===== src/rtl/lae_ctrl.sv =====
// Sequencing controller for the shared 4-share FIDES-160 round datapath (lae_comb).
// Issues one control word per clock: init rounds, one absorb per block, final rounds, tag strobe.
//
// state   | meaning
// --------+-----------------------------------------------------------
// S_IDLE  | waiting for start, all controls low, rcon shows the seed
// S_INIT  | init load on counter 0, then N_INIT-1 plain rounds
// S_DATA  | one block absorbed per cycle, a missing block aborts with err
// S_FINAL | N_FINAL plain rounds
// S_TAG   | single tag-strobe cycle, done follows in the next IDLE cycle
module lae_ctrl #(
  parameter int          N_INIT  = 16,
  parameter int          N_FINAL = 16,
  parameter logic [4:0]  RC_SEED = 5'h01
) (
  input  logic       ck,
  input  logic       rst_n,
  input  logic       start,
  input  logic       din_valid,
  input  logic       din_type,
  input  logic       din_last,
  output logic       din_ready,
  output logic       init,
  output logic       getdata0,
  output logic       getdata,
  output logic       outc,
  output logic       final_o,
  output logic [4:0] rcon,
  output logic       c_valid,
  output logic       tag_valid,
  output logic       busy,
  output logic       done,
  output logic       err
);

  typedef enum logic [2:0] {S_IDLE, S_INIT, S_DATA, S_FINAL, S_TAG} state_t;

  localparam logic [4:0] INIT_LAST  = 5'(N_INIT - 1);
  localparam logic [4:0] FINAL_LAST = 5'(N_FINAL - 1);

  state_t     state_q;
  logic [4:0] cnt_q;
  logic [4:0] lfsr_q;
  logic [4:0] lfsr_d;
  logic       first_q;
  logic       done_q;
  logic       err_q;
  logic       blk;

  // x^5 + x^3 + 1, period 31
  assign lfsr_d = {lfsr_q[3:0], lfsr_q[4] ^ lfsr_q[1]};

  always_ff @(posedge ck or negedge rst_n) begin
    if (!rst_n) begin
      state_q <= S_IDLE;
      cnt_q   <= 5'd0;
      lfsr_q  <= RC_SEED;
      first_q <= 1'b0;
      done_q  <= 1'b0;
      err_q   <= 1'b0;
    end else begin
      done_q <= 1'b0;
      if (state_q != S_IDLE) lfsr_q <= lfsr_d;
      case (state_q)
        S_IDLE: begin
          if (start) begin
            state_q <= S_INIT;
            cnt_q   <= 5'd0;
            lfsr_q  <= RC_SEED;
            err_q   <= 1'b0;
          end
        end
        S_INIT: begin
          if (cnt_q == INIT_LAST) begin
            state_q <= S_DATA;
            first_q <= 1'b1;
            cnt_q   <= 5'd0;
          end else begin
            cnt_q <= cnt_q + 5'd1;
          end
        end
        S_DATA: begin
          if (!din_valid) begin
            err_q   <= 1'b1;
            state_q <= S_IDLE;
          end else begin
            first_q <= 1'b0;
            if (din_last) begin
              state_q <= S_FINAL;
              cnt_q   <= 5'd0;
            end
          end
        end
        S_FINAL: begin
          if (cnt_q == FINAL_LAST) begin
            state_q <= S_TAG;
            cnt_q   <= 5'd0;
          end else begin
            cnt_q <= cnt_q + 5'd1;
          end
        end
        S_TAG: begin
          state_q <= S_IDLE;
          done_q  <= 1'b1;
        end
        default: state_q <= S_IDLE;
      endcase
    end
  end

  // Absorb controls follow din_valid in the same cycle; a gap cycle drives nothing.
  assign blk       = (state_q == S_DATA) && din_valid;
  assign din_ready = (state_q == S_DATA);
  assign init      = (state_q == S_INIT) && (cnt_q == 5'd0);
  assign getdata0  = blk && first_q;
  assign getdata   = blk && !first_q;
  assign outc      = blk && din_type;
  assign c_valid   = outc;
  assign final_o   = (state_q == S_TAG);
  assign tag_valid = final_o;
  assign busy      = (state_q != S_IDLE);
  assign rcon      = busy ? lfsr_q : RC_SEED;
  assign done      = done_q;
  assign err       = err_q;

endmodule

===== config.mk =====
export PLATFORM = sky130hd
export DESIGN_NAME = lae_ctrl
export DESIGN_NICKNAME = d
export VERILOG_FILES = /design/src/rtl/lae_ctrl.sv
export SDC_FILE = /design/constraint.sdc
export NUM_CORES = 1
export LEC_CHECK = 0
export ABC_AREA = 1
export CAP_MARGIN = 40
export CORE_UTILIZATION = 30
export DETAILED_ROUTE_END_ITERATION = 8
export GPL_TIMING_DRIVEN = 0
export PLACE_DENSITY = 0.52
export SYNTH_ARGS = -nofsm -noshare
export SYNTH_HDL_FRONTEND = slang
export SYNTH_SLANG_ARGS = --single-unit

===== constraint.sdc =====
create_clock -name ck -period 1.1 [get_ports ck]
set_clock_uncertainty 0.05 [all_clocks]
set_input_delay 0.22 -clock ck [delete_from_list [all_inputs] [get_ports ck]]
set_output_delay 0.22 -clock ck [all_outputs]
set_load 0.1 [all_outputs]

# Word-level counts from Yosys, hierarchy flattened
# Index checks and enable logic that the tools add are counted.
# totals
register_bits	16
elab_cells	59
out_inout_bits	16
input_bits	6
# classes
add_sub_neg	1
mux	22
n_reduce_logical	17
bitwise	1
n_eq_ne	12
# ops
cell	n
$mux 5	8
$mux 3	5
$pmux 5 s3	1
$ne 2x2->1 const B	6
$pmux 3 s4	1
$reduce_and 4->1	2
$eq 3x2->1 const B	2
$reduce_and 3->1	2
$reduce_bool 3->1	2
$add 5x1->5 const B	1
$eq 5x4->1 const B	1
$logic_and 1x1->1	5
$logic_not 5->1	1
$mux 1	5
$pmux 1 s2	2
$reduce_bool 2->1	2
$eq 3x1->1 const B	1
$eq 3x3->1 const B	1
$logic_not 3->1	1
$ne 3x3->1 const B	1
$reduce_or 2->1	1
$logic_not 1->1	1
$xor 1x1->1	1

# Logic depth before layout (Yosys ltp)
# Gate-level depths: netlist of the first run.
# depth
word_depth	4
depth_mapped	7

# Worst setup path after synthesis of the first run
# Ideal clock, no wire load.
# synth_path
path_kind	flip-flop to output port
from	register state_q[2]
to	output port init
path_stages_with_launch	4
arrival_time_ps	3519
path_buffers	0
required_ps	830
slack_ps	-2689
cell_sequence	dfrtp_1 inv_2 nand3_1 nor4_1
# synth_via
elab_chain_cells	2
# synth_rtl
element	line_no	source
from (decl)	41	state_t state_q;
from (signal assigned)	55	state_q <= S_IDLE;
from (signal assigned)	67	state_q <= S_INIT;
from (signal assigned)	75	state_q <= S_DATA;
$eq 3x1->1	114	assign init = (state_q == S_INIT) && (cnt_q == 5'd0);
$logic_and 1x1->1	114	
to (decl)	23	output logic init,
# No other way between the ends.

# Final worst setup path of the first run
# layout_path
from	register state_q[1]
to	output port rcon[3]
# layout_via
elab_chain_cells	2
# layout_rtl
element	line_no	source
$reduce_bool 3->1	121	assign busy = (state_q != S_IDLE);
$mux 5	122	assign rcon = busy ? lfsr_q : RC_SEED;
to (decl)	28	output logic [4:0] rcon,
# No other way between the ends.

==> results of run 1 <==
state kept, by name, indices dropped and copies added, names as in the netlist:
name / cells
cnt_q: 5
lfsr_q: 5
done: 1
err: 1
first_q: 1
state_q: 3
worst max-delay path by stage:
| stage | cells after the start | from | end | slack (ns) |
|---|---|---|---|---|
| 2_1_floorplan | 3 | state_q[2]$_DFFE_PN0P_ | init | -0.87 |
| 3_3_place_gp | 5 | din_valid | outc | -1.52 |
| 3_5_place_dp | 6 | din_valid | outc | -1.11 |
| 4_1_cts | 7 | state_q[1]$_DFFE_PN0P_ | getdata | -0.67 |
| 5_1_grt | 7 | state_q[1]$_DFFE_PN0P_ | rcon[3] | -0.75 |
| 6_report | 7 | state_q[1]$_DFFE_PN0P_ | rcon[3] | -0.69 |
cells in the mapped netlist:
cell | n | area share
nand2_1 | 27 | 0.11
dfrtp_1 | 15 | 0.42
inv_1 | 15 | 0.062
nand3_1 | 10 | 0.055
nor2_1 | 10 | 0.042
inv_2 | 4 | 0.017
nor2_2 | 4 | 0.028
o22ai_1 | 4 | 0.028
nand2_2 | 3 | 0.021
nand3_2 | 3 | 0.033
o21ai_0 | 3 | 0.017
buf_4 | 2 | 0.017
ha_1 | 2 | 0.028
a21oi_1 | 1 | 0.0055
a21oi_2 | 1 | 0.0097
dfstp_2 | 1 | 0.029
inv_4 | 1 | 0.0069
nand2_4 | 1 | 0.012
nand4_1 | 1 | 0.0069
nor2_4 | 1 | 0.012
nor3_1 | 1 | 0.0055
nor4_1 | 1 | 0.0069
o21a_1 | 1 | 0.0083
o21ai_1 | 1 | 0.0055
or2_2 | 1 | 0.0069
xor2_1 | 1 | 0.0097
area by class of cell:
class                      instances  area, µm²
multi-input combinational         77      649.4
buffer                             1      20.02
timing repair buffer              50      660.6
tap                               31      38.79
sequential                        16      407.9
inverter                          20      100.1
fill                             206      892.1
clock buffer                       4      36.28
metrics by stage:
step                instances  utilization  setup TNS [ns]
CTS                       199       0.6566          -11.91
global route              199       0.6820          -13.89
finish                    199       0.6820          -12.28
floorplan                 115            -          -11.26
detailed placement        183       0.5540          -19.48
global placement          167       0.4683          -25.43
routing by layer:
metal / global-route usage / vias up / wire length (µm)
li1: - / 468 / -
met1: 0.2201 / 455 / 1095
met2: 0.3180 / 18 / 1446
met3: 0.04839 / 8 / 104
met4: 0.06620 / 0 / 97
met5: 0 / - / 0
cells by family after synthesis:
| group | after synthesis | share of synthesized area |
|---|---|---|
| simple gates | 63 | 0.3421 |
| xor+xnor | 1 | 0.009697 |
| flops | 16 | 0.4446 |
| fa+ha+maj | 2 | 0.02770 |
| compound gates | 11 | 0.07339 |
| buf+inv | 22 | 0.1025 |
cells in the final DEF (no fill, tap or decap), types with 2 or more instances in the layout:
master,instances
buf_12,18
buf_4,11
buf_6,16
clkbuf_4,3
clkdlybuf4s50_1,4
dfrtp_1,10
dfrtp_2,5
inv_1,14
inv_4,2
inv_8,2
nand2_1,22
nand2_2,3
nand2_4,5
nand3_1,7
nand3_2,2
nand3_4,4
nor2_1,2
nor2_2,2
nor2_4,11
o21ai_1,3
o22ai_2,4
worst register-to-register path, delay by kind of cell, from the launching register on:
family / cells / cell delay [ns]
buffers and inverters: 4 / 0.45
and+or+nand+nor: 6 / 0.43
DFF: 1 / 0.39
what timing repair did:
| action | CTS | global route |
|---|---|---|
| endpoints found under the setup margin | 31 | 36 |
| gates resized for setup | 69 | 17 |
| pin swaps | 9 | 13 |
| setup buffers | 24 | 3 |
==> flow_summary.yaml, run 1 <==
placement:
  dp_hpwl_um: 1656
  numPortBuffers: 21
  pre_cts_ws_ns: -1.108
  place_congestion: 0.7677
  placed_cell_area_um2: 1554
floorplan:
  ios: 22
  row_count: 19
  core_area_um2: 2805
  die_area_um2: 3235
  die_x_um: 56.88
  die_y_um: 56.88
  initial_core_util: 0.3220
critical_path:
  cp_max_fo: 6
  slowest_delay_ns: 0.43
  critPathCaptureType: "primary output"
  r2r_setup_slack_ns: -0.31
  cp-start-kind: "flip-flop"
  critical-path-top-delay-family: "buffers and inverters"
  worstReg2RegStart: "state_q[1]$_DFFE_PN0P_"
  r2r_cells: 10
  critPathKind: "reg -> out"
  arrival_ns: 1.52
  cp.required_ns: 0.83
  cp_slowest_cell: "dfrtp_2"
  reg2reg_to: "first_q$_DFFE_PN0P_"
  cp.buffers_inverters: 4
  crit_path_cell_trace: "buf_6 -> nor2_4 -> nand2_4 -> inv_8 -> buf_6 -> nor2_4 -> buf_12"
drt:
  ant_nets: 0
  routed_via_density: 4.769
  dr.pass1.iters: 5
  num_vias: 949
  drc: 4
  drt_iter0_drc: 24
  avgRoutedWirePerCell_um: 13.78
  wl_um: 2743
sta:
  worstMarginPinSlew_ns: 0.7675
  finalHoldViolations: 15
  maxSlewHeadroom: 0.4875
  setup_viol: 31
  period_needed_ns: 1.792
  finalCritPeriodShare: 1.629
  final-max-slew-violation-count: 0
  holdWs_ns: -0.08148
  fin_ws_ns: -0.6917
  grt_setup_unrepaired: "true"
  max_freq_mhz: 558.1
cells_and_area:
  final_area_um2: 1913
  drive_gt1_frac: 0.6012
  areaGrowthSynthToFinish_pct: 111.8
  diodes: 0
  final_nets: 177
clock_network:
  cts_tree: "built"
  cts_root_buf: "clkbuf_4"
  clk_pin_slew_worst_paths_ns: 0.10
  htree_levels: 1
  ctsHoldBuffers: 0
  cts_buffer_depth: 2
  cts_sinks: 16
  cts_made_buffers: 3
  clock_latency_ns: 0.30
synth:
  syn-cell-area_um2: 903.4
  syn_area_per_cell_um2: 7.855
  yosys_warnings: 0
  ys_seq_area_frac: 0.4446
  synth-seq-cells: 16
  synth_cell_types: 26
  synth_cells: 115
  mappedNetlistNets: 123
global_route:
  grt_max_degree: 17
  overflow: 0
  antenna_found_initial: 0
  grt_pass1_wl_um: 4491
  grt_pass1_vias: 989
  grt_usage: 0.1845
job:
  max_cap_viol_count: 0
outcome:
  outcome: "finished with violations"
  violations: "design-rule violations, negative hold slack, negative setup slack"
min_path:
  hold_path_class: "in -> async"
Power of run 1 is not shown: default switching activity piles up to over one toggle a cycle in this logic, so the estimate is an artifact.
==> inputs of run 2 (changes only) <==
--- a/config.mk
+++ b/config.mk
@@ -6,7 +6,6 @@
 export NUM_CORES = 1
 export LEC_CHECK = 0
 export ABC_AREA = 1
-export CAP_MARGIN = 40
 export CORE_UTILIZATION = 30
 export DETAILED_ROUTE_END_ITERATION = 8
 export GPL_TIMING_DRIVEN = 0
==> flow_summary.yaml, run 2 (same netlist as run 1, synthesis figures left out) <==
critical_path:
  crit_path_cell_trace: "buf_12 -> nor2_4 -> nand2_4 -> buf_12 -> nand2_8 -> buf_12"
  cp_slowest_cell: "dfrtp_2"
  cp_max_fo: 4
  critPathMostFrequentCell: "buf_12"
  critPathKind: "reg -> out"
  arrival_ns: 1.49
  cp.required_ns: 0.83
  cp-start-kind: "flip-flop"
  r2r_cells: 9
  r2r_setup_slack_ns: -0.42
  critPathCaptureType: "primary output"
  slowest_delay_ns: 0.47
  worstReg2RegStart: "state_q[1]$_DFFE_PN0P_"
  reg2reg_to: "state_q[1]$_DFFE_PN0P_"
clock_network:
  cts_made_buffers: 3
  clock_latency_ns: 0.29
  clk_pin_slew_worst_paths_ns: 0.10
  cts_sinks: 16
  cts_root_buf: "clkbuf_4"
  ctsHoldBuffers: 0
  cts_buffer_depth: 2
  htree_levels: 1
  cts_tree: "built"
floorplan:
  die_area_um2: 3235
  row_count: 19
  core_area_um2: 2805
  die_x_um: 56.88
  die_y_um: 56.88
  ios: 22
  initial_core_util: 0.3220
sta:
  worstMarginPinSlew_ns: 0.7451
  grt_setup_unrepaired: "true"
  final-max-slew-violation-count: 0
  max_freq_mhz: 567.5
  maxSlewHeadroom: 0.5025
  period_needed_ns: 1.762
  setup_viol: 31
  holdWs_ns: -0.08366
  finalHoldViolations: 15
  fin_ws_ns: -0.6621
  finalCritPeriodShare: 1.602
drt:
  num_vias: 970
  ant_nets: 0
  dr.pass1.iters: 6
  routed_via_density: 4.924
  drt_iter0_drc: 33
  wl_um: 2547
  drc: 4
  avgRoutedWirePerCell_um: 12.93
outcome:
  violations: "design-rule violations, negative hold slack, negative setup slack"
  outcome: "finished with violations"
global_route:
  antenna_found_initial: 0
  grt_pass1_wl_um: 4236
  grt_usage: 0.1717
  overflow: 0
  grt_pass1_vias: 967
  grt_max_degree: 17
cells_and_area:
  final_common_cell: "nand2_1"
  fillerInstances: 209
  final_nets: 175
  areaGrowthSynthToFinish_pct: 104.8
  drive_gt1_frac: 0.5783
  final_cell_mix: "nand2_1 (23), buf_12 (18), inv_1 (15)"
  largestRegisters: "cnt_q x5, lfsr_q x5, state_q x3"
  diodes: 0
job:
  max_cap_viol_count: 0
placement:
  pre_cts_ws_ns: -1.527
  numPortBuffers: 21
  place_congestion: 0.7677
  dp_hpwl_um: 1470
min_path:
  hold_path_class: "in -> async"
[run 2: cell types whose count changed in the layout (fill, tap and decap cells not counted), sizes merged]
cell | before | now
buf | 46 | 44
[run 2: final cells by class]
class	instances	area, µm²	share of cell area
Sequential cell	16	407.9	0.2204
Buffer	2	40.04	0.02164
Multi-Input combinational cell	77	614.3	0.3320
Timing Repair Buffer	47	613.1	0.3313
Inverter	20	100.1	0.05409
Tap cell	31	38.79	0.02096
Clock buffer	4	36.28	0.01961
[run 2: how the worst max path moves through the flow]
stage                            from       to  slack [ns]
6_report       state_q[1]$_DFFE_PN0P_  rcon[0]       -0.66
5_1_grt        state_q[2]$_DFFE_PN0P_     outc       -0.74
4_1_cts        state_q[2]$_DFFE_PN0P_     outc       -0.68
3_5_place_dp                din_valid     outc       -1.53
3_3_place_gp                din_valid     outc       -1.52
2_1_floorplan  state_q[2]$_DFFE_PN0P_     init       -0.87
[run 2: what timing repair did]
action                     CTS  global route
gates resized for setup    155            21
pin swaps                    7            13
buffers inserted            18            10
setup endpoints to repair   31            33
hold endpoints to repair     0            15
[run 2: per-layer routing]
layer,GRT usage,up-vias,share of wire
met3,0.03917,8,0.031
met1,0.2026,476,0.43
met4,0.06969,0,0.024
li1,-,466,-
met5,0,-,0
met2,0.2993,20,0.51
[run 2: stage by stage]
stage / setup TNS [ns] / utilization / std cells / cell area [µm²]
after floorplan: -11.26 / - / 115 / 1065
after global placement: -25.43 / 0.4683 / 167 / 1314
after detailed placement: -25.62 / 0.4683 / 167 / 1314
after CTS: -12.41 / 0.6084 / 189 / 1707
after global routing: -14.45 / 0.6597 / 197 / 1851
final: -12.63 / 0.6597 / 197 / 1851
[run 2: critical path, delay by kind of cell (launching register included)]
| kind | cells | cell delay, ns |
|---|---|---|
| buf+inv | 3 | 0.45 |
| simple gates | 3 | 0.28 |
| flops | 1 | 0.47 |
Power of run 2 is left out for the same reason.
